<file path="src/rtl/jesd_adc_pkg.sv">
// Shared types and sizing helpers for the JESD204B ADC link-control block.
package jesd_adc_pkg;

    typedef enum logic [1:0] {
        IDLE = 2'd0,
        CGS  = 2'd1,
        ILAS = 2'd2,
        DATA = 2'd3
    } link_state_t;

    localparam int SYSREF_CNT_W = 8;

    function automatic int LMFC_CNT_W(input int period);
        return (period > 2) ? $clog2(period) : 1;
    endfunction

endpackage

</file>
<file path="src/rtl/jesd_sysref_edge.sv">
// SYSREF synchroniser into the device-clock domain followed by a registered rising-edge detector.
// The edge pulse lags the sysref input by SYNC_STAGES+1 clock cycles.
module jesd_sysref_edge #(
    parameter int SYNC_STAGES = 2
) (
    input  logic i_clk,
    input  logic i_rst_n,
    input  logic i_sysref,
    output logic o_edge
);

    logic [SYNC_STAGES-1:0] r_sync;
    logic                   r_prev;
    logic                   r_edge;

    always_ff @(posedge i_clk or negedge i_rst_n) begin
        if (!i_rst_n) begin
            r_sync <= '0;
            r_prev <= 1'b0;
            r_edge <= 1'b0;
        end else begin
            r_sync <= {r_sync[SYNC_STAGES-2:0], i_sysref};
            r_prev <= r_sync[SYNC_STAGES-1];
            r_edge <= r_sync[SYNC_STAGES-1] & ~r_prev;
        end
    end

    assign o_edge = r_edge;

endmodule

</file>
<file path="src/rtl/jesd_adc_link_sync.sv">
// JESD204B receive link control: SYSREF-aligned LMFC generation and SYNC~ sequencing through IDLE/CGS/ILAS/DATA.
// Optional macro SYSREF_REALIGN_EN: every SYSREF edge reloads the LMFC phase (continuous mode); otherwise only the first does.
module jesd_adc_link_sync
    import jesd_adc_pkg::*;
#(
    parameter int NUM_LANES    = 4,
    parameter int LMFC_PERIOD  = 16,
    parameter int SYNC_STAGES  = 2,
    parameter int CGS_TIMEOUT  = 4096,
    parameter int ILAS_MFRAMES = 4
) (
    input  logic                    clk_i,
    input  logic                    rst_n_i,
    input  logic                    sysref_i,
    input  logic                    link_en_i,
    input  logic [NUM_LANES-1:0]    lane_cgs_ok_i,
    input  logic [NUM_LANES-1:0]    lane_err_i,
    output logic                    lmfc_o,
    output logic                    sync_n_o,
    output logic                    link_up_o,
    output logic [1:0]              state_o,
    output logic [SYSREF_CNT_W-1:0] sysref_cnt_o,
    output logic                    misalign_o,
    output logic                    error_o
);

    localparam int LW = LMFC_CNT_W(LMFC_PERIOD);
    localparam int TW = $clog2(CGS_TIMEOUT) + 1;
    localparam int IW = $clog2(ILAS_MFRAMES) + 1;

    localparam logic [LW-1:0] LMFC_LAST = LW'(LMFC_PERIOD - 1);
    localparam logic [TW-1:0] TMO_LAST  = TW'(CGS_TIMEOUT - 1);
    localparam logic [IW-1:0] ILAS_LAST = IW'(ILAS_MFRAMES - 1);

    logic                    w_edge;
    logic                    w_all_ok;
    logic                    w_any_err;
    logic                    w_drop;
    logic                    w_realign;
    logic [LW-1:0]           w_lmfc_cnt_nat;
    logic [LW-1:0]           w_lmfc_cnt_next;
    logic                    w_lmfc_next;
    logic                    w_tmo_hit;
    logic                    w_set_err;
    link_state_t             w_state_next;

    logic [LW-1:0]           r_lmfc_cnt;
    logic                    r_lmfc;
    logic                    r_aligned;
    logic [SYSREF_CNT_W-1:0] r_sysref_cnt;
    logic                    r_misalign;
    logic                    r_error;
    link_state_t             r_state;
    logic [TW-1:0]           r_tmo_cnt;
    logic [IW-1:0]           r_ilas_cnt;

    jesd_sysref_edge #(
        .SYNC_STAGES (SYNC_STAGES)
    ) u_sysref_edge (
        .i_clk   (clk_i),
        .i_rst_n (rst_n_i),
        .i_sysref(sysref_i),
        .o_edge  (w_edge)
    );

    assign w_all_ok  = &lane_cgs_ok_i;
    assign w_any_err = |lane_err_i;
    assign w_drop    = !link_en_i && (r_state != IDLE);
    assign w_tmo_hit = (r_state == CGS) && (r_tmo_cnt == TMO_LAST);

    // The phase check uses the value the counter would take without SYSREF, so an edge landing on the wrap is in phase.
    always_comb begin
`ifdef SYSREF_REALIGN_EN
        w_realign = w_edge;
`else
        w_realign = w_edge && !r_aligned;
`endif
        w_lmfc_cnt_nat  = (r_lmfc_cnt == LMFC_LAST) ? '0 : r_lmfc_cnt + LW'(1);
        w_lmfc_cnt_next = r_lmfc_cnt;
        if (w_drop) begin
            w_lmfc_cnt_next = '0;
        end else if (w_realign) begin
            w_lmfc_cnt_next = '0;
        end else if (r_aligned) begin
            w_lmfc_cnt_next = w_lmfc_cnt_nat;
        end
        w_lmfc_next = !w_drop && (w_realign || r_aligned) && (w_lmfc_cnt_next == '0);
    end

    always_ff @(posedge clk_i or negedge rst_n_i) begin
        if (!rst_n_i) begin
            r_lmfc_cnt   <= '0;
            r_lmfc       <= 1'b0;
            r_aligned    <= 1'b0;
            r_sysref_cnt <= '0;
            r_misalign   <= 1'b0;
        end else begin
            r_lmfc_cnt <= w_lmfc_cnt_next;
            r_lmfc     <= w_lmfc_next;
            if (w_drop) begin
                r_aligned <= 1'b0;
            end else if (w_edge) begin
                r_aligned <= 1'b1;
            end
            if (w_edge && (r_sysref_cnt != '1)) begin
                r_sysref_cnt <= r_sysref_cnt + SYSREF_CNT_W'(1);
            end
            if (w_drop) begin
                r_misalign <= 1'b0;
            end else if (w_edge && r_aligned && (w_lmfc_cnt_nat != '0)) begin
                r_misalign <= 1'b1;
            end
        end
    end

    // ILAS and DATA entries are taken on the cycle whose registered lmfc_o is about to rise.
    always_comb begin
        w_state_next = r_state;
        w_set_err    = 1'b0;
        if (!link_en_i) begin
            w_state_next = IDLE;
        end else begin
            case (r_state)
                IDLE: begin
                    if (r_aligned) begin
                        w_state_next = CGS;
                    end
                end
                CGS: begin
                    if (w_all_ok && w_lmfc_next) begin
                        w_state_next = ILAS;
                    end else if (w_tmo_hit) begin
                        w_set_err = 1'b1;
                    end
                end
                ILAS: begin
                    if (!w_all_ok) begin
                        w_state_next = CGS;
                    end else if (w_lmfc_next && (r_ilas_cnt == ILAS_LAST)) begin
                        w_state_next = DATA;
                    end
                end
                DATA: begin
                    if (!w_all_ok || w_any_err) begin
                        w_state_next = CGS;
                        w_set_err    = 1'b1;
                    end
                end
                default: begin
                    w_state_next = IDLE;
                end
            endcase
        end
    end

    always_ff @(posedge clk_i or negedge rst_n_i) begin
        if (!rst_n_i) begin
            r_state    <= IDLE;
            r_tmo_cnt  <= '0;
            r_ilas_cnt <= '0;
            r_error    <= 1'b0;
        end else begin
            r_state <= w_state_next;
            if ((r_state != CGS) || w_tmo_hit) begin
                r_tmo_cnt <= '0;
            end else begin
                r_tmo_cnt <= r_tmo_cnt + TW'(1);
            end
            if (r_state != ILAS) begin
                r_ilas_cnt <= '0;
            end else if (w_lmfc_next) begin
                r_ilas_cnt <= r_ilas_cnt + IW'(1);
            end
            if (w_drop) begin
                r_error <= 1'b0;
            end else if (w_set_err) begin
                r_error <= 1'b1;
            end
        end
    end

    assign lmfc_o       = r_lmfc;
    assign sync_n_o     = (r_state == ILAS) || (r_state == DATA);
    assign link_up_o    = (r_state == DATA);
    assign state_o      = r_state;
    assign sysref_cnt_o = r_sysref_cnt;
    assign misalign_o   = r_misalign;
    assign error_o      = r_error;

endmodule

</file>
<file path="config.mk">
export PLATFORM = sky130hd
export DESIGN_NAME = jesd_adc_link_sync
export DESIGN_NICKNAME = d
export VERILOG_FILES = /design/src/rtl/jesd_adc_pkg.sv /design/src/rtl/jesd_sysref_edge.sv /design/src/rtl/jesd_adc_link_sync.sv
export SDC_FILE = /design/constraint.sdc
export NUM_CORES = 1
export LEC_CHECK = 0
export ABC_AREA = 1
export CAP_MARGIN = 20
export CORE_ASPECT_RATIO = 0.5
export CORE_MARGIN = 10
export CORE_UTILIZATION = 45
export CTS_BUF_LIST = sky130_fd_sc_hd__clkbuf_8
export DETAILED_ROUTE_END_ITERATION = 10
export PLACE_DENSITY = 0.68
export SETUP_SLACK_MARGIN = 0.2
export SYNTH_ARGS = -nofsm -noshare
export SYNTH_HDL_FRONTEND = slang
export SYNTH_HIERARCHICAL = 1
export SYNTH_SLANG_ARGS = --single-unit
export TNS_END_PERCENT = 1
</file>
<file path="constraint.sdc">
create_clock -name clk_i -period 2.3 [get_ports clk_i]
set_input_delay 0.345 -clock clk_i [delete_from_list [all_inputs] [get_ports clk_i]]
set_output_delay 0.345 -clock clk_i [all_outputs]
set_load 0.02 [all_outputs]
</file>
==> results of run 1 <==
## where the power goes
group / total (mW) / internal, mW / switching [mW]
clock: 0.456 / 0.237 / 0.219
sequential: 0.964 / 0.810 / 0.154
combinational: 0.938 / 0.388 / 0.549
total: 2.36 / 1.44 / 0.922
## cell type report
class / instances / area (um2)
flip-flops and latches: 38 / 952.2
multi-input cells: 148 / 835.8
well taps: 54 / 67.56
inverters: 31 / 118.9
fillers: 364 / 1684
repair buffers: 26 / 254.0
clock inverters: 2 / 8.758
clock buffers: 6 / 82.58
## worst paths after layout
| kind | startpoint | end | slack (ns) | depth (start not counted) |
|---|---|---|---|---|
| worst min-delay path | rst_n_i | r_tmo_cnt[0] | 0.16 | 1 |
| min in group clk_i | u_sysref_edge/r_sync[0] | u_sysref_edge/r_sync[1] | 0.35 | 0 |
| max in group asynchronous | rst_n_i | state_o[0] | 1.55 | 1 |
| worst max register to register | r_lmfc_cnt[0] | r_ilas_cnt[0] | 0.47 | 7 |
| worst min register to register | u_sysref_edge/r_sync[0] | u_sysref_edge/r_sync[1] | 0.35 | 0 |
| worst max-delay path | state_o[0] | sync_n_o | 0.30 | 4 |
## sequential cells by signal (all words and copies together), names as in the netlist
register / cells
state_o: 2
r_aligned: 1
u_sysref_edge/o_edge: 1
error_o: 1
r_ilas_cnt: 3
r_lmfc_cnt: 4
lmfc_o: 1
sysref_cnt_o: 8
u_sysref_edge/r_sync: 2
r_tmo_cnt: 13
u_sysref_edge/r_prev: 1
misalign_o: 1
## Yosys cell counts, types with 2 or more instances
library cell  instances
nand2_1              49
dfrtp_1              38
inv_1                28
nor2_1               24
a21oi_1              10
ha_1                 10
nand3_1              10
nand4_1               7
xor2_1                6
xnor2_1               5
nor3_1                4
nor2_2                3
nor3_2                3
a21oi_2               2
inv_2                 2
nand3b_1              2
nor4_1                2
or2_2                 2
## cells in the final DEF (no fill, tap or decap)
cell	synthesis	final
or2_2	2	2
nor3b_1	1	1
dfrtp_2	0	1
o21ai_0	1	1
inv_4	1	1
ha_1	10	10
inv_2	2	2
nor4_1	2	2
o21ai_1	1	1
o21a_1	1	1
nand2_2	1	1
clkbuf_8	0	6
nand3b_1	2	2
nand3_1	10	10
nor3_1	4	4
clkinv_2	0	1
inv_1	28	29
xor2_1	6	6
nand4_1	7	7
dfrtp_1	38	37
nor3_2	3	3
nor2_1	24	24
and2_4	1	1
dlygate4sd2_1	0	1
nand2_4	1	1
a211oi_1	1	1
xnor2_1	5	5
clkdlybuf4s50_1	0	24
nand2_1	49	49
nor2_2	3	3
a21oi_1	10	10
nor2_4	1	1
buf_2	1	1
a21oi_2	2	2
## per-layer routing
layer | global-route usage (%) | wire length, um | up-vias
li1 | - | - | 750
met1 | 11.63 | 1710 | 673
met2 | 17.39 | 1722 | 31
met3 | 3.804 | 182 | 9
met4 | 5.346 | 89 | 0
met5 | 0 | 0 | -
## kinds of logic (layout without fill, tap and decap cells)
kind of cell	after synthesis	count (layout)	share of synthesized area, %
DFF	38	38	49.77
AOI/OAI and AO/OA	16	16	4.846
buffers and inverters	32	65	6.483
and+or+nand+nor	111	111	27.31
xor gates and xnor gates	11	11	5.042
adders and majority gates	10	10	6.549
## per-stage QoR
step	area, um2	setup slack (ns)	total power [mW]
global placement	2228	0.3714	1.886
global route	2320	0.1960	2.530
detailed placement	2228	0.3204	1.909
floorplan	1911	0.6365	1.565
finish	2320	0.3012	2.357
CTS	2318	0.2406	2.378
## what timing repair did
| action | CTS | global route |
|---|---|---|
| gates resized for setup | 1 | 1 |
| setup endpoints to repair | 1 | 1 |
| hold buffers | 0 | 0 |
| cloned | 0 | 0 |
| setup buffers | 0 | 0 |
==> flow_summary_export.csv, run 1 <==
group,metric,value,unit
routing,wl,3.705,mm
clock_network,cts.sinks,38,
worst_setup_path,crit_chain,"inv_1 > ha_1 > or2_2 > dlygate4sd2_1",
sta,hold_viol,0,
synthesis,synth_top_area_share,49.77,%
clock_network,clk_latency,0.28,ns
hold_path,hold_path.class,"input port to asynchronous set/reset pin",
die,dieArea,0.007410,mm2
routing,drtAntennaViolNets,0,
synthesis,ys_seq_elements,38,
sta,layout_min_cycle_time,1.999,ns
worst_setup_path,start_kind,"register",
die,ios,27,
place,hpwlAfterDp,2.797,mm
global_routing,antenna_found_initial,0,
worst_setup_path,end_kind,"primary output",
final_layout,diodes,0,
place,place_inst,297,
synthesis,ys_seq_area_share,49.77,%
routing,drt_iter0_markers,77,
routing,drcViolationCount,0,
status,status,"finished, final reports clean",
die,die_w,112.2,um
die,start_util,47.72,%
sta,skew,0.004413,ns
sta,period_share,86.90,%
global_routing,grt_pass1_wl,6.306,mm
sta,rsz0062_at_grt,"no",
routing,vias,1463,
pwr,leakagePower,1.075,nW
synthesis,ys.flop_type,"dfrtp_1",
sta,setup_violations,0,
clock_network,clk_pin_slew,0.07,ns
pwr,power_density,1016,mW/mm2
synthesis,yosysUniqueCellTypes,29,
synthesis,synth_warnings,6,
worst_setup_path,crit_family,"flip-flops",
synthesis,async_reset_ff_share,100.0,%
synthesis,synth_nets,240,
sta,holdWs,0.1591,ns
worst_setup_path,crit_type,"register to primary output",
synthesis,avgSynthCellArea,8.764,um2
global_routing,grt_max_degree,39,
global_routing,grt-ovfl-total,0,
routing,viasPerCell,4.797,
worst_setup_path,slowest_stage,"dfrtp_2",
place,place.gp.congestion,0.8465,
synthesis,yosysTopAreaCell,"dfrtp_1",
final_layout,post-route-util,57.94,%
worst_setup_path,critPathRequiredTime,1.96,ns
sta,final_max_slew_viol_count,0,
worst_setup_path,worstPathMaxFanout,6,
worst_setup_path,worst_path_largest_cell_delay,0.42,ns
clock_network,h-tree-depth,2,
synthesis,syn-cell-area,0.001911,mm2
die,num_rows,16,
clock_network,clockBufferDepth,2,
die,core,0.004004,mm2
routing,wl_per_cell,12.15,um
place,portBuffers,26,
pwr,peakVddDrop,312.7,uV
flow_run,cap_violations,0,
synthesis,synthTopCellsByArea,"dfrtp_1 50%, nand2_1 9.6%, ha_1 6.5%, inv_1 5.5%, nor2_1 4.7%",
sta,tightestPinTransition,0.8461,ns
worst_setup_path,cp.arrival,1.65,ns
clock_network,cts_tree,"done",
clock_network,cts_root_buf,"clkbuf_8",
clock_network,cts_made_buffers,5,
synthesis,netlist_instances,218,
worst_setup_path,path_buf_inv,2,
global_routing,grt_pass1_vias,1429,
final_layout,final_layout_size_suffix_gt1_share,10.36,%
sta,max_freq,500.3,MHz
sta,max-slew-margin-rel,43.59,%
synthesis,synth-edff-count,0,
final_layout,nets,272,
final_layout,fin_cells,305,
routing,dr.pass1.iters,4,
sta,timing.setup.tns,0,ns
final_layout,area_delta_synth_final,21.41,%
die,die-height,66.08,um
global_routing,grtUsageTotal,10.40,%
No activity file was read; power rests on OpenSTA's default activity.
==> run 2, diff against run 1 <==
--- a/config.mk
+++ b/config.mk
@@ -9,11 +9,11 @@
 export CAP_MARGIN = 20
 export CORE_ASPECT_RATIO = 0.5
 export CORE_MARGIN = 10
-export CORE_UTILIZATION = 45
+export CORE_UTILIZATION = 23
 export CTS_BUF_LIST = sky130_fd_sc_hd__clkbuf_8
 export DETAILED_ROUTE_END_ITERATION = 10
-export PLACE_DENSITY = 0.68
 export SETUP_SLACK_MARGIN = 0.2
+export SLEW_MARGIN = 25
 export SYNTH_ARGS = -nofsm -noshare
 export SYNTH_HDL_FRONTEND = slang
 export SYNTH_HIERARCHICAL = 1
==> flow_summary_export.csv, run 2 (same netlist as run 1, synthesis figures left out) <==
group,metric,value,unit
status,status,"finished, final reports clean",
routing,dr.pass1.iters,4,
global_routing,grt_pass1_wl,6.465,mm
clock_network,clk_pin_slew,0.07,ns
place,place.gp.congestion,0.8139,
routing,drt_iter0_markers,90,
worst_setup_path,reg2reg_from,"r_lmfc_cnt[0]",
sta,tightestPinTransition,0.8208,ns
worst_setup_path,crit_family,"flip-flops",
die,dieArea,0.01257,mm2
clock_network,cts_made_buffers,5,
final_layout,diodes,0,
routing,wl,3.600,mm
final_layout,nets,272,
worst_setup_path,worst_path_largest_cell_delay,0.41,ns
hold_path,hold_path.class,"input port to asynchronous set/reset pin",
pwr,power_density,976.2,mW/mm2
final_layout,largest_reg_flops,13,
worst_setup_path,cp.arrival,1.64,ns
clock_network,clockBufferDepth,2,
worst_setup_path,worstPathMaxFanout,6,
routing,viasPerCell,3.953,
worst_setup_path,crit_chain,"inv_1 > ha_1 > or2_2 > dlygate4sd2_1",
worst_setup_path,end_kind,"primary output",
pwr,leakagePower,1.070,nW
worst_setup_path,r2r_cells,8,
final_layout,area_delta_synth_final,25.41,%
routing,wl_per_cell,9.917,um
final_layout,largest-register,"r_tmo_cnt",
global_routing,grt_max_degree,39,
global_routing,grt-ovfl-total,0,
final_layout,final_layout_size_suffix_gt1_share,10.76,%
worst_setup_path,ff2ff_setup_slack,0.55,ns
final_layout,mostFrequentLayoutCell,"nand2_1",
worst_setup_path,path_buf_inv,2,
place,portBuffers,26,
clock_network,cts.sinks,38,
worst_setup_path,crit_type,"register to primary output",
sta,final_max_slew_viol_count,0,
sta,max-slew-margin-rel,45.28,%
sta,rsz0062_at_grt,"no",
clock_network,cts_tree,"done",
die,num_rows,23,
sta,hold_viol,0,
sta,setup_violations,0,
die,ios,27,
die,start_util,23.80,%
final_layout,final_cell_mix,"49 x nand2_1, 37 x dfrtp_1, 28 x inv_1",
sta,layout_min_cycle_time,1.984,ns
routing,vias,1435,
pwr,peakVddDrop,252.5,uV
global_routing,antenna_found_initial,0,
die,die-height,84.45,um
sta,skew,0.003369,ns
clock_network,h-tree-depth,2,
place,place_ws,0.3446,ns
die,core,0.008029,mm2
clock_network,clk_latency,0.28,ns
routing,drcViolationCount,0,
routing,drtAntennaViolNets,0,
worst_setup_path,timing.rr.end,"state_o[0]",
place,hpwlAfterDp,2.828,mm
sta,max_freq,504.1,MHz
sta,timing.setup.tns,0,ns
sta,period_share,86.24,%
global_routing,grt_pass1_vias,1467,
global_routing,grtUsageTotal,6.023,%
worst_setup_path,critPathRequiredTime,1.96,ns
clock_network,cts_root_buf,"clkbuf_8",
sta,fin_ws,0.3165,ns
flow_run,cap_violations,0,
die,die_w,148.9,um
worst_setup_path,slowest_stage,"dfrtp_2",
worst_setup_path,start_kind,"register",
==> run 2: changes by cell type in the layout (fill, tap and decap cells not counted) <==
cell	previous run	this run
inv_1	29	28
clkinvlp_4	0	1
==> run 2: layout make-up <==
cell class / count / area [um2]
clock inverters: 2 / 12.51
inverters: 31 / 118.9
well taps: 112 / 140.1
flip-flops and latches: 38 / 952.2
clock buffers: 6 / 82.58
fillers: 838 / 5633
repair buffers: 26 / 254.0
multi-input cells: 148 / 835.8
==> run 2: how the worst max path moves through the flow <==
stage,startpoint,end,slack (ns),cells past startpoint
after global routing,state_o[0],sync_n_o,0.22,4
after CTS,state_o[0],sync_n_o,0.25,4
final,state_o[0],sync_n_o,0.32,4
after floorplan,state_o[0],r_ilas_cnt[1],0.64,11
after global placement,state_o[0],sync_n_o,0.37,4
after detailed placement,state_o[0],sync_n_o,0.34,4
==> run 2: what timing repair did <==
action / in CTS / in global routing
resized for setup: 1 / 1
pin swaps: 0 / 0
hold buffers: 0 / 0
setup endpoints to repair: 1 / 1
buffers inserted: 0 / 0
==> run 2: layer usage <==
layer | vias to the layer above | wire length [um] | GRT usage (%)
met3 | 4 | 66 | 1.445
li1 | 755 | - | -
met4 | 0 | 60 | 2.923
met5 | - | 0 | 0
met1 | 670 | 1608 | 6.646
met2 | 6 | 1864 | 10.69
==> run 2: metrics by stage <==
stage | utilization, % | cell area [um2] | hold WS [ns] | total power, mW | std cells
floorplan | - | 1911 | 0.04941 | 1.565 | 218
global placement | 28.66 | 2301 | 0.3482 | 1.881 | 355
detailed placement | 28.66 | 2301 | 0.3427 | 1.907 | 355
CTS | 29.83 | 2395 | 0.1773 | 2.380 | 363
global route | 29.84 | 2396 | 0.2164 | 2.533 | 363
finish | 29.84 | 2396 | 0.1527 | 2.339 | 363
==> run 2: power by group <==
part / switching [mW] / internal, mW / leakage, nW
combinational: 0.528 / 0.386 / 0.522
clock: 0.224 / 0.241 / 0.0472
sequential: 0.151 / 0.810 / 0.501
